File: config.mk
export PLATFORM = sky130hd
export DESIGN_NAME = izh_spike_monitor
export DESIGN_NICKNAME = d
export VERILOG_FILES = /design/src/rtl/izh_spike_monitor.sv
export SDC_FILE = /design/constraint.sdc
export NUM_CORES = 1
export LEC_CHECK = 0
export CORE_UTILIZATION = 62
export DETAILED_ROUTE_END_ITERATION = 8
export PLACE_DENSITY_LB_ADDON = 0.05
export SYNTH_ARGS = -nofsm -noshare
export SYNTH_HDL_FRONTEND = slang
export SYNTH_SLANG_ARGS = --single-unit
File: constraint.sdc
create_clock -name clk -period 3.2 [get_ports clk]
set_input_delay 0.64 -clock clk [delete_from_list [all_inputs] [get_ports clk]]
set_output_delay 0.64 -clock clk [all_outputs]
set_load 0.03 [all_outputs]
File: src/rtl/izh_spike_monitor.sv
// Spike detector and inter-spike-interval monitor for the Izhikevich neuron core.
// Upward threshold crossings on update steps yield a spike pulse; the ISIs go into a small FWFT FIFO.
module izh_spike_monitor #(
  parameter logic signed [7:0] THRESH = 8'sd19,
  parameter int unsigned       ISI_W  = 16,
  parameter int unsigned       DEPTH  = 4
) (
  input  logic                    clk,
  input  logic                    rst_n,
  input  logic                    step,
  input  logic signed [7:0]       v_in,
  input  logic                    clear,
  output logic                    spike,
  output logic [ISI_W-1:0]        isi_data,
  output logic                    isi_valid,
  input  logic                    isi_ready,
  output logic                    overflow,
  output logic [15:0]             spike_count
);

  localparam int unsigned AW = (DEPTH > 1) ? $clog2(DEPTH) : 1;
  localparam int unsigned CW = AW + 1;
  localparam logic [ISI_W-1:0] ISI_MAX = '1;

  logic             armed_q, armed_d;
  logic             have_ref_q, have_ref_d;
  logic [ISI_W-1:0] isi_cnt_q, isi_cnt_d;
  logic [AW-1:0]    rd_ptr_q, rd_ptr_d;
  logic [AW-1:0]    wr_ptr_q, wr_ptr_d;
  logic [CW-1:0]    count_q, count_d;
  logic             spike_q, spike_d;
  logic [15:0]      spike_count_q, spike_count_d;
  logic             overflow_q, overflow_d;
  logic [ISI_W-1:0] mem_q [DEPTH];

  logic             above;
  logic             detect;
  logic             full;
  logic             pop;
  logic             push;
  logic             push_ok;
  logic [ISI_W-1:0] isi_sat;

  assign above   = v_in > THRESH;
  assign detect  = step & above & armed_q;
  assign full    = (count_q == CW'(DEPTH));
  assign pop     = (count_q != '0) & isi_ready;
  assign push    = detect & have_ref_q;
  // A full FIFO still accepts a push when the head leaves on the same edge.
  assign push_ok = push & (~full | pop) & ~clear;
  assign isi_sat = (isi_cnt_q == ISI_MAX) ? ISI_MAX : isi_cnt_q + 1'b1;

  always_comb begin
    armed_d       = armed_q;
    have_ref_d    = have_ref_q;
    isi_cnt_d     = isi_cnt_q;
    rd_ptr_d      = rd_ptr_q;
    wr_ptr_d      = wr_ptr_q;
    count_d       = count_q;
    spike_d       = 1'b0;
    spike_count_d = spike_count_q;
    overflow_d    = overflow_q;

    if (clear) begin
      armed_d       = 1'b0;
      have_ref_d    = 1'b0;
      isi_cnt_d     = '0;
      rd_ptr_d      = '0;
      wr_ptr_d      = '0;
      count_d       = '0;
      spike_count_d = '0;
      overflow_d    = 1'b0;
    end else begin
      if (step) begin
        if (!above) begin
          armed_d = 1'b1;
        end else if (armed_q) begin
          armed_d = 1'b0;
        end

        if (detect) begin
          spike_d    = 1'b1;
          isi_cnt_d  = '0;
          have_ref_d = 1'b1;
          if (spike_count_q != 16'hFFFF) begin
            spike_count_d = spike_count_q + 16'd1;
          end
        end else begin
          isi_cnt_d = isi_sat;
        end
      end

      if (push && full && !pop) begin
        overflow_d = 1'b1;
      end
      if (push_ok) begin
        wr_ptr_d = wr_ptr_q + 1'b1;
      end
      if (pop) begin
        rd_ptr_d = rd_ptr_q + 1'b1;
      end

      case ({push_ok, pop})
        2'b10:   count_d = count_q + 1'b1;
        2'b01:   count_d = count_q - 1'b1;
        default: count_d = count_q;
      endcase
    end
  end

  always_ff @(posedge clk or negedge rst_n) begin
    if (!rst_n) begin
      armed_q       <= 1'b0;
      have_ref_q    <= 1'b0;
      isi_cnt_q     <= '0;
      rd_ptr_q      <= '0;
      wr_ptr_q      <= '0;
      count_q       <= '0;
      spike_q       <= 1'b0;
      spike_count_q <= '0;
      overflow_q    <= 1'b0;
    end else begin
      armed_q       <= armed_d;
      have_ref_q    <= have_ref_d;
      isi_cnt_q     <= isi_cnt_d;
      rd_ptr_q      <= rd_ptr_d;
      wr_ptr_q      <= wr_ptr_d;
      count_q       <= count_d;
      spike_q       <= spike_d;
      spike_count_q <= spike_count_d;
      overflow_q    <= overflow_d;
    end
  end

  // Storage carries no reset; stale words are never visible because data is gated by valid.
  always_ff @(posedge clk) begin
    if (push_ok) begin
      mem_q[wr_ptr_q] <= isi_sat;
    end
  end

  assign spike       = spike_q;
  assign isi_valid   = (count_q != '0);
  assign isi_data    = isi_valid ? mem_q[rd_ptr_q] : '0;
  assign overflow    = overflow_q;
  assign spike_count = spike_count_q;

endmodule

==> run_results.csv, run 1 <==
group,metric,value,unit
status,outcome,"complete, no violations",
worst_setup_path,timing.rr.end,"mem_q[3][5]",
sta,setup_total_negative_slack,0,ns
power,sequentialPowerShare,0.593,
worst_setup_path,cpLargestDelayFamily,"buffers and inverters",
sta,finalSetupViolCount,0,
worst_setup_path,critical_path_buf_inv_count,2,
clock_tree,numCtsBuffers,9,
yosys,postSynth.topFlopCell,"sky130_fd_sc_hd__edfxtp_1",
sta,slew_headroom,0.346,
worst_setup_path,crit_chain,"buf_4 -> mux4_2 -> nor2b_1 -> clkdlybuf4s50_1",
die,top_level_ports,48,
die,fp.dieH,92.7,um
yosys,yosys.area.top_type_share,0.377,
power,clock_power_share,0.310,
die,effective_utilization_at_floorplan,0.650,
worst_setup_path,crit_slowest_cell,"sky130_fd_sc_hd__clkdlybuf4s50_1",
die,placement_rows,32,
global_routing,grt_use_met3,0.0542,
clock_tree,tritoncts,"built",
global_routing,overall_fraction_of_global_route_tracks_in_use,0.251,
power,total_leakage_power,0.00218,uW
die,fp.dieW,92.7,um
yosys,syn_avg_cell_area,12.5,um^2
sta,final-max-slew-violation-count,0,
yosys,ys_types,55,
power,cell_internal_pwr,1860,uW
global_routing,grt_pass1_wl,16200,um
yosys,mappedNetlistNets,427,
worst_setup_path,worst-r2r-cell-count,6,
yosys,synthTopCellsByCount,"sky130_fd_sc_hd__edfxtp_1 (64), sky130_fd_sc_hd__dfrtp_1 (43), sky130_fd_sc_hd__nor2_1 (35)",
routing,detailroute.via_count,3408,
worst_setup_path,critPathCaptureType,"primary output",
global_routing,grtUsageMet1,0.334,
power,ir_drop,240,uV
global_routing,first_global_vias,3336,
clock_tree,ctsRootBufferMaster,"sky130_fd_sc_hd__clkbuf_8",
yosys,synth_top_area_cell,"sky130_fd_sc_hd__edfxtp_1",
placement,finalWeightedCongestion,0.856,
sta,max_clock_freq,328,MHz
cells_and_area,area_growth,15.0,%
flow_run,max_cap_check_violation_count,0,
yosys,synth_enable_flop_cells,64,
worst_setup_path,critical_path.startpoint_type,"flop",
yosys,ys.warnings.count,0,
global_routing,global_route.usage.met2,0.414,
routing,via_per_inst,6.03,
worst_setup_path,timing.setup.critical_path_class,"flop to primary output",
routing,drt_iter0_markers,171,
worst_setup_path,crit_arrival,2.41,ns
clock_tree,clk_pin_slew_worst_paths,0.10,ns
worst_setup_path,rrSetupSlack,0.69,ns
yosys,ys_seq_area_frac,0.588,
placement,io_buffers,45,
routing,detailed_route_wire_length_per_cell,17.4,um
clock_tree,cts_htree_levels,3,
cells_and_area,nNetsFinal,478,
die,core,7850,um^2
yosys,synth_async_sr_flop_share,0.402,
clock_tree,cts.repair_timing.setup_buffer_count,0,
die,die_area,8590,um^2
power,finalPower,2490,uW
worst_setup_path,required,2.56,ns
routing,detail_route.wirelength,9820,um
global_routing,gr-total-overflow,0,
power,swShare,0.251,
sta,final.setup.worst_slack,0.151,ns
cells_and_area,antenna_diode_instance_count,0,
worst_setup_path,cp_slowest_stage_delay,0.59,ns
global_routing,grt_antenna_before_repair,0,
clock_tree,clk_path_buf_depth,2,
routing,first_pass_iters,4,
sta,rsz0062_at_grt,"false",
power,pwr_density_cell,425,nW/um^2
yosys,synthCells,407,
sta,number_of_hold_slack_violations_in_the_final_timing_report,0,
yosys,synthMostInstantiatedCell,"sky130_fd_sc_hd__edfxtp_1",
global_routing,grt_max_degree,44,
cells_and_area,final_layout_size_suffix_gt1_frac,0.123,
power,p_switching,626,uW
clock_tree,clk_sink_count,107,
sta,period_minus_slack,3.05,ns
routing,ant_nets,0,
sta,fin_worst_skew,0.0129,ns
worst_setup_path,crit-reg2reg-launch,"isi_cnt_q[0]",
sta,final_min_period_over_clock_period,0.953,
placement,dp_worst_setup_slack,0.238,ns
routing,drt_drc_violations_left,0,
yosys,synth-seq-cells,107,
clock_tree,clk_latency,0.37,ns
placement,place.detailed.hpwl,6730,um
global_routing,busiest_layer,"met2",
clock_tree,cts.hold.buffers_added,0,
yosys,ys_top_cells_by_area,"sky130_fd_sc_hd__edfxtp_1 (38%), sky130_fd_sc_hd__dfrtp_1 (21%), sky130_fd_sc_hd__mux4_2 (7.1%)",
worst_hold_path,hold_class,"input pin to async pin",
sta,slew_at_the_pin_closest_to_its_max_slew_limit,0.981,ns
worst_setup_path,worst-path-max-fanout,16,
clock_tree,cts_repair_resize_count,0,
yosys,synth.cell_area,5100,um^2
power,power_frac_comb,0.097,
==> layout make-up <==
class | instances | area, um^2
flip-flops and latches | 107 | 3000
clock inverters | 6 | 61.3
inverters | 9 | 33.8
clock buffers | 10 | 128
multi-input cells | 273 | 1970
well taps | 102 | 128
repair buffers | 58 | 543
fillers | 544 | 1990
==> logic make-up (layout without fill, tap and decap cells) <==
group,Yosys count,count (layout),synth area share
muxes,21,21,0.0812
AOI/OAI and AO/OA,69,69,0.0879
adders and majority gates,7,7,0.0187
DFF,107,107,0.588
buffers and inverters,27,83,0.0265
and+or+nand+nor,154,154,0.160
xor gates and xnor gates,22,22,0.0378
==> routing by layer <==
| metal | share of wire | routed length [um] | vias up |
|---|---|---|---|
| li1 | - | - | 1610 |
| met1 | 0.42 | 4120 | 1691 |
| met2 | 0.52 | 5110 | 94 |
| met3 | 0.045 | 437 | 13 |
| met4 | 0.016 | 154 | 0 |
| met5 | 0 | 0 | - |
==> worst max path at each step <==
stage              endpoint  cells past startpoint         from  slack [ns]
2_1_floorplan    count_q[2]                     10      v_in[7]        0.67
4_1_cts         isi_data[6]                      4  rd_ptr_q[0]        0.12
6_report        isi_data[9]                      4  rd_ptr_q[0]        0.15
3_3_place_gp     count_q[2]                     10      v_in[7]        0.29
3_5_place_dp     count_q[2]                     10      v_in[4]        0.24
5_1_grt        isi_data[15]                      4  rd_ptr_q[0]        0.05
==> through the flow <==
step	hold WS [ns]	cells	utilization	area [um^2]
finish	0.408	565	0.747	5860
global route	0.486	565	0.747	5860
CTS	0.442	565	0.747	5860
detailed placement	0.511	549	0.723	5670
global placement	0.500	549	0.723	5670
floorplan	0.344	407	-	5100
==> flip-flops by register name (all words and copies together) (netlist names) <==
register / cells
mem_q: 64
isi_cnt_q: 16
spike_count: 16
count_q: 3
rd_ptr_q: 2
wr_ptr_q: 2
armed_q: 1
have_ref_q: 1
overflow: 1
spike: 1
==> power groups by stage <==
stage	registers, uW	logic, uW	clock network, uW
after global routing	1480	262	841
after CTS	1470	245	791
final	1470	241	772
after detailed placement	1500	244	0
after global placement	1500	237	0
after floorplan	1500	150	0
==> placed cells by master (no fill, tap or decap), drive strengths merged, types with 11 or more instances in the layout <==
cell type       n
buf            14
a22o           11
nand3          15
a21oi          18
edfxtp         64
xnor2          16
nor3           11
dfrtp          43
o21ai          21
clkdlybuf4s50  44
nor2           35
mux4           16
nand2          30
inv            11
nor2b          19
Note: power is estimated with default switching activity, not from simulation.
==> run 2: changes to the inputs <==
Settings changed: CTS_CLUSTER_SIZE set to 10.
==> results of run 2 <==
Same layout as run 1: the final DEF is identical, and so are final timing and power.
==> run 3: changes to the inputs <==
Settings changed: CORE_UTILIZATION 62 to 55.
==> run 3 against run 2 <==
- the flow now finishes with violations (design-rule violations)
- design area about the same
- first-iteration DRC count fell by 11%
- cell count is 0.71% higher
- sequential power hardly changed
- critical endpoint is now isi_data[14]
- highest routed layer unchanged
==> run_results.csv, run 3 (same netlist as run 1, synthesis figures left out) <==
group,metric,value,unit
routing,detailroute.via_count,3339,
worst_setup_path,timing.setup.critical_path_class,"flop to primary output",
worst_setup_path,worst-path-max-fanout,16,
placement,finalWeightedCongestion,0.806,
routing,ant_nets,0,
power,ir_drop,193,uV
cells_and_area,antenna_diode_instance_count,0,
worst_setup_path,crit_chain,"buf_12 -> mux4_2 -> nor2b_1 -> clkdlybuf4s50_1",
cells_and_area,final_common_cell,"sky130_fd_sc_hd__edfxtp_1",
global_routing,first_global_vias,3332,
clock_tree,ctsRootBufferMaster,"sky130_fd_sc_hd__clkbuf_8",
status,outcome,"complete, but fails checks",
power,swShare,0.257,
power,sequentialPowerShare,0.587,
placement,place.detailed.hpwl,6650,um
die,fp.dieW,98.3,um
cells_and_area,finish.utilization,0.663,
worst_setup_path,cp_slowest_stage_delay,0.60,ns
worst_hold_path,hold_class,"input pin to async pin",
sta,max_clock_freq,337,MHz
routing,drt_drc_violations_left,2,
sta,fin_worst_skew,0.0153,ns
global_routing,grt_antenna_before_repair,0,
routing,drt_iter0_markers,152,
clock_tree,tritoncts,"built",
clock_tree,cts.repair_timing.setup_buffer_count,0,
sta,final-max-slew-violation-count,0,
sta,setup_total_negative_slack,0,ns
clock_tree,cts.hold.buffers_added,0,
worst_setup_path,critical_path_buf_inv_count,2,
placement,io_buffers,45,
cells_and_area,final_area,5860,um^2
power,p_switching,646,uW
clock_tree,clk_path_buf_depth,2,
sta,slew_at_the_pin_closest_to_its_max_slew_limit,0.998,ns
sta,number_of_hold_slack_violations_in_the_final_timing_report,0,
global_routing,grt_max_degree,44,
routing,detailed_route_wire_length_per_cell,17.5,um
clock_tree,clk_pin_slew_worst_paths,0.11,ns
die,top_level_ports,48,
global_routing,gr-total-overflow,0,
power,total_leakage_power,0.00218,uW
clock_tree,cts_repair_resize_count,0,
routing,detail_route.wirelength,9970,um
global_routing,overall_fraction_of_global_route_tracks_in_use,0.229,
sta,rsz0062_at_grt,"false",
die,effective_utilization_at_floorplan,0.576,
sta,slew_headroom,0.335,
cells_and_area,layout.cells.most_common_list,"sky130_fd_sc_hd__edfxtp_1 (64), sky130_fd_sc_hd__clkdlybuf4s50_1 (44), sky130_fd_sc_hd__dfrtp_1 (43)",
worst_setup_path,cpLargestDelayFamily,"buffers and inverters",
cells_and_area,register_with_the_most_flip_flops,"mem_q",
worst_setup_path,crit_arrival,2.32,ns
sta,final_min_period_over_clock_period,0.927,
global_routing,grt_pass1_wl,17000,um
die,core,8850,um^2
cells_and_area,filler_cell_count,712,
die,die_area,9660,um^2
cells_and_area,final_layout_size_suffix_gt1_frac,0.119,
cells_and_area,nNetsFinal,476,
power,finalPower,2520,uW
power,power_frac_comb,0.097,
placement,dp_area,5680,um^2
routing,first_pass_iters,8,
power,cell_internal_pwr,1870,uW
cells_and_area,largest_register_ffs,64,
sta,period_minus_slack,2.96,ns
routing,via_per_inst,5.87,
flow_run,max_cap_check_violation_count,0,
die,fp.dieH,98.3,um
die,placement_rows,34,
clock_tree,numCtsBuffers,9,
power,pwr_density_cell,429,nW/um^2
worst_setup_path,critical_path.startpoint_type,"flop",
clock_tree,clk_latency,0.37,ns
clock_tree,clk_sink_count,107,
power,clock_power_share,0.316,
cells_and_area,area_growth,15.0,%
sta,finalSetupViolCount,0,
worst_setup_path,crit_slowest_cell,"sky130_fd_sc_hd__clkdlybuf4s50_1",
status,violations,"design-rule violations",
clock_tree,cts_htree_levels,3,
worst_setup_path,required,2.56,ns
worst_setup_path,critPathCaptureType,"primary output",
[run 3: changes by cell type in the layout (fill, tap and decap cells not counted), sizes merged]
| cell | previous run | this run |
|---|---|---|
| buf | 14 | 12 |
| clkinv | 3 | 2 |
| clkinvlp | 1 | 0 |
| inv | 11 | 13 |
[run 3: stage by stage]
step / setup WS [ns] / instances / hold WS [ns]
3_5_place_dp: 0.192 / 553 / 0.504
2_1_floorplan: 0.666 / 407 / 0.344
5_1_grt: 0.146 / 569 / 0.500
3_3_place_gp: 0.250 / 553 / 0.487
4_1_cts: 0.188 / 569 / 0.446
6_report: 0.235 / 569 / 0.421
[run 3: per-layer routing]
| metal | vias to the layer above | track usage | wire [um] |
|---|---|---|---|
| li1 | 1602 | - | - |
| met1 | 1668 | 0.316 | 4770 |
| met2 | 58 | 0.374 | 4770 |
| met3 | 11 | 0.0365 | 291 |
| met4 | 0 | 0.0792 | 129 |
| met5 | - | 0 | 0 |
[run 3: final timing paths]
kind / startpoint / endpoint / slack, ns / cells after the start
worst max-delay path: rd_ptr_q[0] / isi_data[14] / 0.24 / 4
worst min register to register: overflow / overflow / 0.53 / 2
worst max register to register: isi_cnt_q[0] / mem_q[0][5] / 0.69 / 6
min in group clk: overflow / overflow / 0.53 / 2
max in group asynchronous: rst_n / spike_count[2] / 2.15 / 1
worst min-delay path: rst_n / isi_cnt_q[10] / 0.42 / 1
[run 3: worst register-to-register path, delay by kind of cell, from the launching register on]
kind                     cells  cell delay [ns]
flip-flops                   1             0.41
AND/OR/NAND/NOR              4             1.52
adder cells (fa/ha/maj)      1             0.28
AO/OA/AOI/OAI                1             0.13
[run 3: final cells by class]
class,count,area [um^2],area share
well taps,108,135,0.0230
clock inverters,6,57.6,0.00982
multi-input cells,273,1970,0.336
inverters,9,33.8,0.00576
clock buffers,10,128,0.0218
repair buffers,56,541,0.0922
flip-flops and latches,107,3000,0.511
[run 3: power by group through the flow]
| stage | registers (uW) | clock network (uW) | logic, uW |
|---|---|---|---|
| 6_report | 1480 | 796 | 245 |
| 3_3_place_gp | 1510 | 0 | 246 |
| 2_1_floorplan | 1500 | 0 | 150 |
| 4_1_cts | 1480 | 814 | 249 |
| 5_1_grt | 1480 | 866 | 269 |
| 3_5_place_dp | 1510 | 0 | 249 |
==> patch, RTL diff (flow settings as in run 2) <==
The parameter `DEPTH` goes from 4 to 2.
--- a/src/rtl/izh_spike_monitor.sv
+++ b/src/rtl/izh_spike_monitor.sv
@@ -5,3 +5,3 @@
   parameter int unsigned       ISI_W  = 16,
-  parameter int unsigned       DEPTH  = 4
+  parameter int unsigned       DEPTH  = 2
 ) (
Formal check against the unedited RTL: not equivalent (Yosys sat finds a counterexample within 10 cycles, from zero or initial values and one cycle with rst_n low).
==> patch against run 2 <==
- cell area shrank 25%
- total power fell by 26%
- sequential cell count fell by 35
- count of clock-buffer cells in the layout is the same
- critical path type unchanged
- setup slack gained 440 ps
- area after synthesis decreased by 29%
- wire length decreased by 22%
==> patch: results (changes against run 2) <==
{| class="wikitable"
! Metric !! Value
|-
| Maximum number of pins on one net before global-route repair || 41 (-6.8%)
|-
| Worst slew pin tran || 1060 ps (+80.4 ps)
|-
| Hold Slack || 428 ps (+20.0 ps)
|-
| Synth Flop Type || sky130_fd_sc_hd__dfrtp_1
|-
| Detailed route wirelength on metal2 || 3690 um (-28%)
|-
| Total length of routed met3 wires || 464 um (+6.2%)
|-
| GR Util All Layers || 27.9% (+2.8 points)
|-
| P_seq || 0.000970 W (-34%)
|-
| Vias in the first global route || 2741 (-18%)
|-
| Placer's final routability congestion estimate || 0.888 (+3.8%)
|-
| Wire length of the first global-routing pass || 13000 um (-20%)
|-
| Grt met1 use || 37.9% (+4.4 points)
|-
| CTS HTree Levels || 3 (unchanged)
|-
| Sequential share of the synthesized area || 54.2% (-4.6 points)
|-
| Most flop-heavy register || mem_q
|-
| Run status || finished clean
|-
| Cell count after synthesis || 345 (-15%)
|-
| Vias after detailed routing || 2854 (-16%)
|-
| Number of warnings printed during yosys synthesis || 0 (unchanged)
|-
| Routed WL per cell || 16.3 um (-6.1%)
|-
| Antenna cells || 0 (unchanged)
|-
| First-iteration detailed-routing DRC count || 175 (+2.3%)
|-
| Fin Clk Skew || 9.50 ps (-3.44 ps)
|-
| Most instantiated cells after synthesis || sky130_fd_sc_hd__nor2_1 (56), sky130_fd_sc_hd__dfrtp_1 (40), sky130_fd_sc_hd__edfxtp_1 (32)
|-
| Clock-pin slew of the registers on the worst-case setup and hold paths || 80 ps (-20 ps)
|-
| Resized cells post-CTS || 0 (unchanged)
|-
| Root Buffer Master || sky130_fd_sc_hd__clkbuf_8
|-
| Maximum vdd ir drop || 319 uV (+33%)
|-
| Half-perimeter wire length after placement || 5150 um (-23%)
|-
| Async SR Flop Fraction || 55.6% (+15 points)
|-
| Synth top area cells || sky130_fd_sc_hd__dfrtp_1 (28%), sky130_fd_sc_hd__edfxtp_1 (27%), sky130_fd_sc_hd__nor2_1 (5.8%)
|-
| Syn Nets || 360 (-16%)
|-
| Number of synthesized flops with an enable pin || 32 (-50%)
|-
| GR Layer Usage met3 || 4.77% (-0.65 points)
|-
| Post-CTS Repair Setup Buffers || 0 (unchanged)
|-
| # nets final || 410 (-14%)
|-
| Leakage power total || 1.74 nW (-20%)
|-
| Port Buffers || 45 (unchanged)
|-
| Worst reg2reg path depth || 6 (unchanged)
|-
| Max reg flops || 32 (-50%)
|-
| Share of layout cells above drive strength 1 || 10.5% (-1.8 points)
|-
| Highest metal used || met4
|-
| Comb pwr || 0.0000796 W (-67%)
|-
| Via density || 6.05 (+0.24%)
|-
| Grt met2 use || 44.5% (+3.1 points)
|-
| Arrival time at the worst endpoint || 1970 ps (-440 ps)
|-
| Placed Instances || 456 (-17%)
|-
| Flop-to-flop setup slack || 970 ps (+280 ps)
|-
| Inserted Clock Buffers || 9 (unchanged)
|-
| Count of fill cells added during filler insertion || 387 (-29%)
|-
| Sw power || 0.000390 W (-38%)
|-
| Clk Latency, worst-skew pair || 340 ps (-30 ps)
|-
| Critical path fanouts, max || 16 (unchanged)
|-
| Wl on met1 || 3400 um (-17%)
|}
-- patch: worst paths after layout --
path,from,end
min reg2reg,overflow,overflow
max,rd_ptr_q,isi_data[10]
max reg2reg,isi_cnt_q[0],mem_q[1][9]
min in group clk,overflow,overflow
max in group asynchronous,rst_n,spike_count[12]
min,rst_n,spike_count[8]
-- patch: area by class of cell --
type	instances	area [um^2]	area share, %
tap	72	90.1	2.05
clock inverter	6	81.3	1.85
multi-input combinational	248	1570	35.8
clock buffer	10	138	3.13
timing repair buffer	54	513	11.7
sequential	72	1960	44.7
inverter	10	37.5	0.855
-- patch: worst max-delay path, cell delays in order (launching register included) --
cell and delay (ps):
sky130_fd_sc_hd__dfrtp_1 360, sky130_fd_sc_hd__buf_4 280, sky130_fd_sc_hd__mux2i_1 120, sky130_fd_sc_hd__nor2_1 130, sky130_fd_sc_hd__clkdlybuf4s50_1 730
-- patch: metrics by stage --
step | power [W] | utilization [%] | setup slack, ps | cell area (um^2)
final | 0.00184 | 78.8 | 590 | 4390
after floorplan | 0.00103 | - | 54.6 | 3620
after global routing | 0.00189 | 78.8 | 504 | 4390
after CTS | 0.00185 | 78.8 | 556 | 4390
after detailed placement | 0.00107 | 74.9 | 361 | 4170
after global placement | 0.00107 | 74.9 | 406 | 4170
-- patch: cells by family (layout without fill, tap and decap cells) --
family / after synthesis / in the layout / share of synthesized area, %
DFF: 72 / 72 / 54.2
adders and majority gates: 2 / 2 / 0.691
AOI/OAI and AO/OA: 62 / 62 / 11.9
buffers and inverters: 25 / 80 / 2.73
muxes: 20 / 20 / 5.63
and+or+nand+nor: 145 / 145 / 20.3
xor gates and xnor gates: 19 / 19 / 4.60
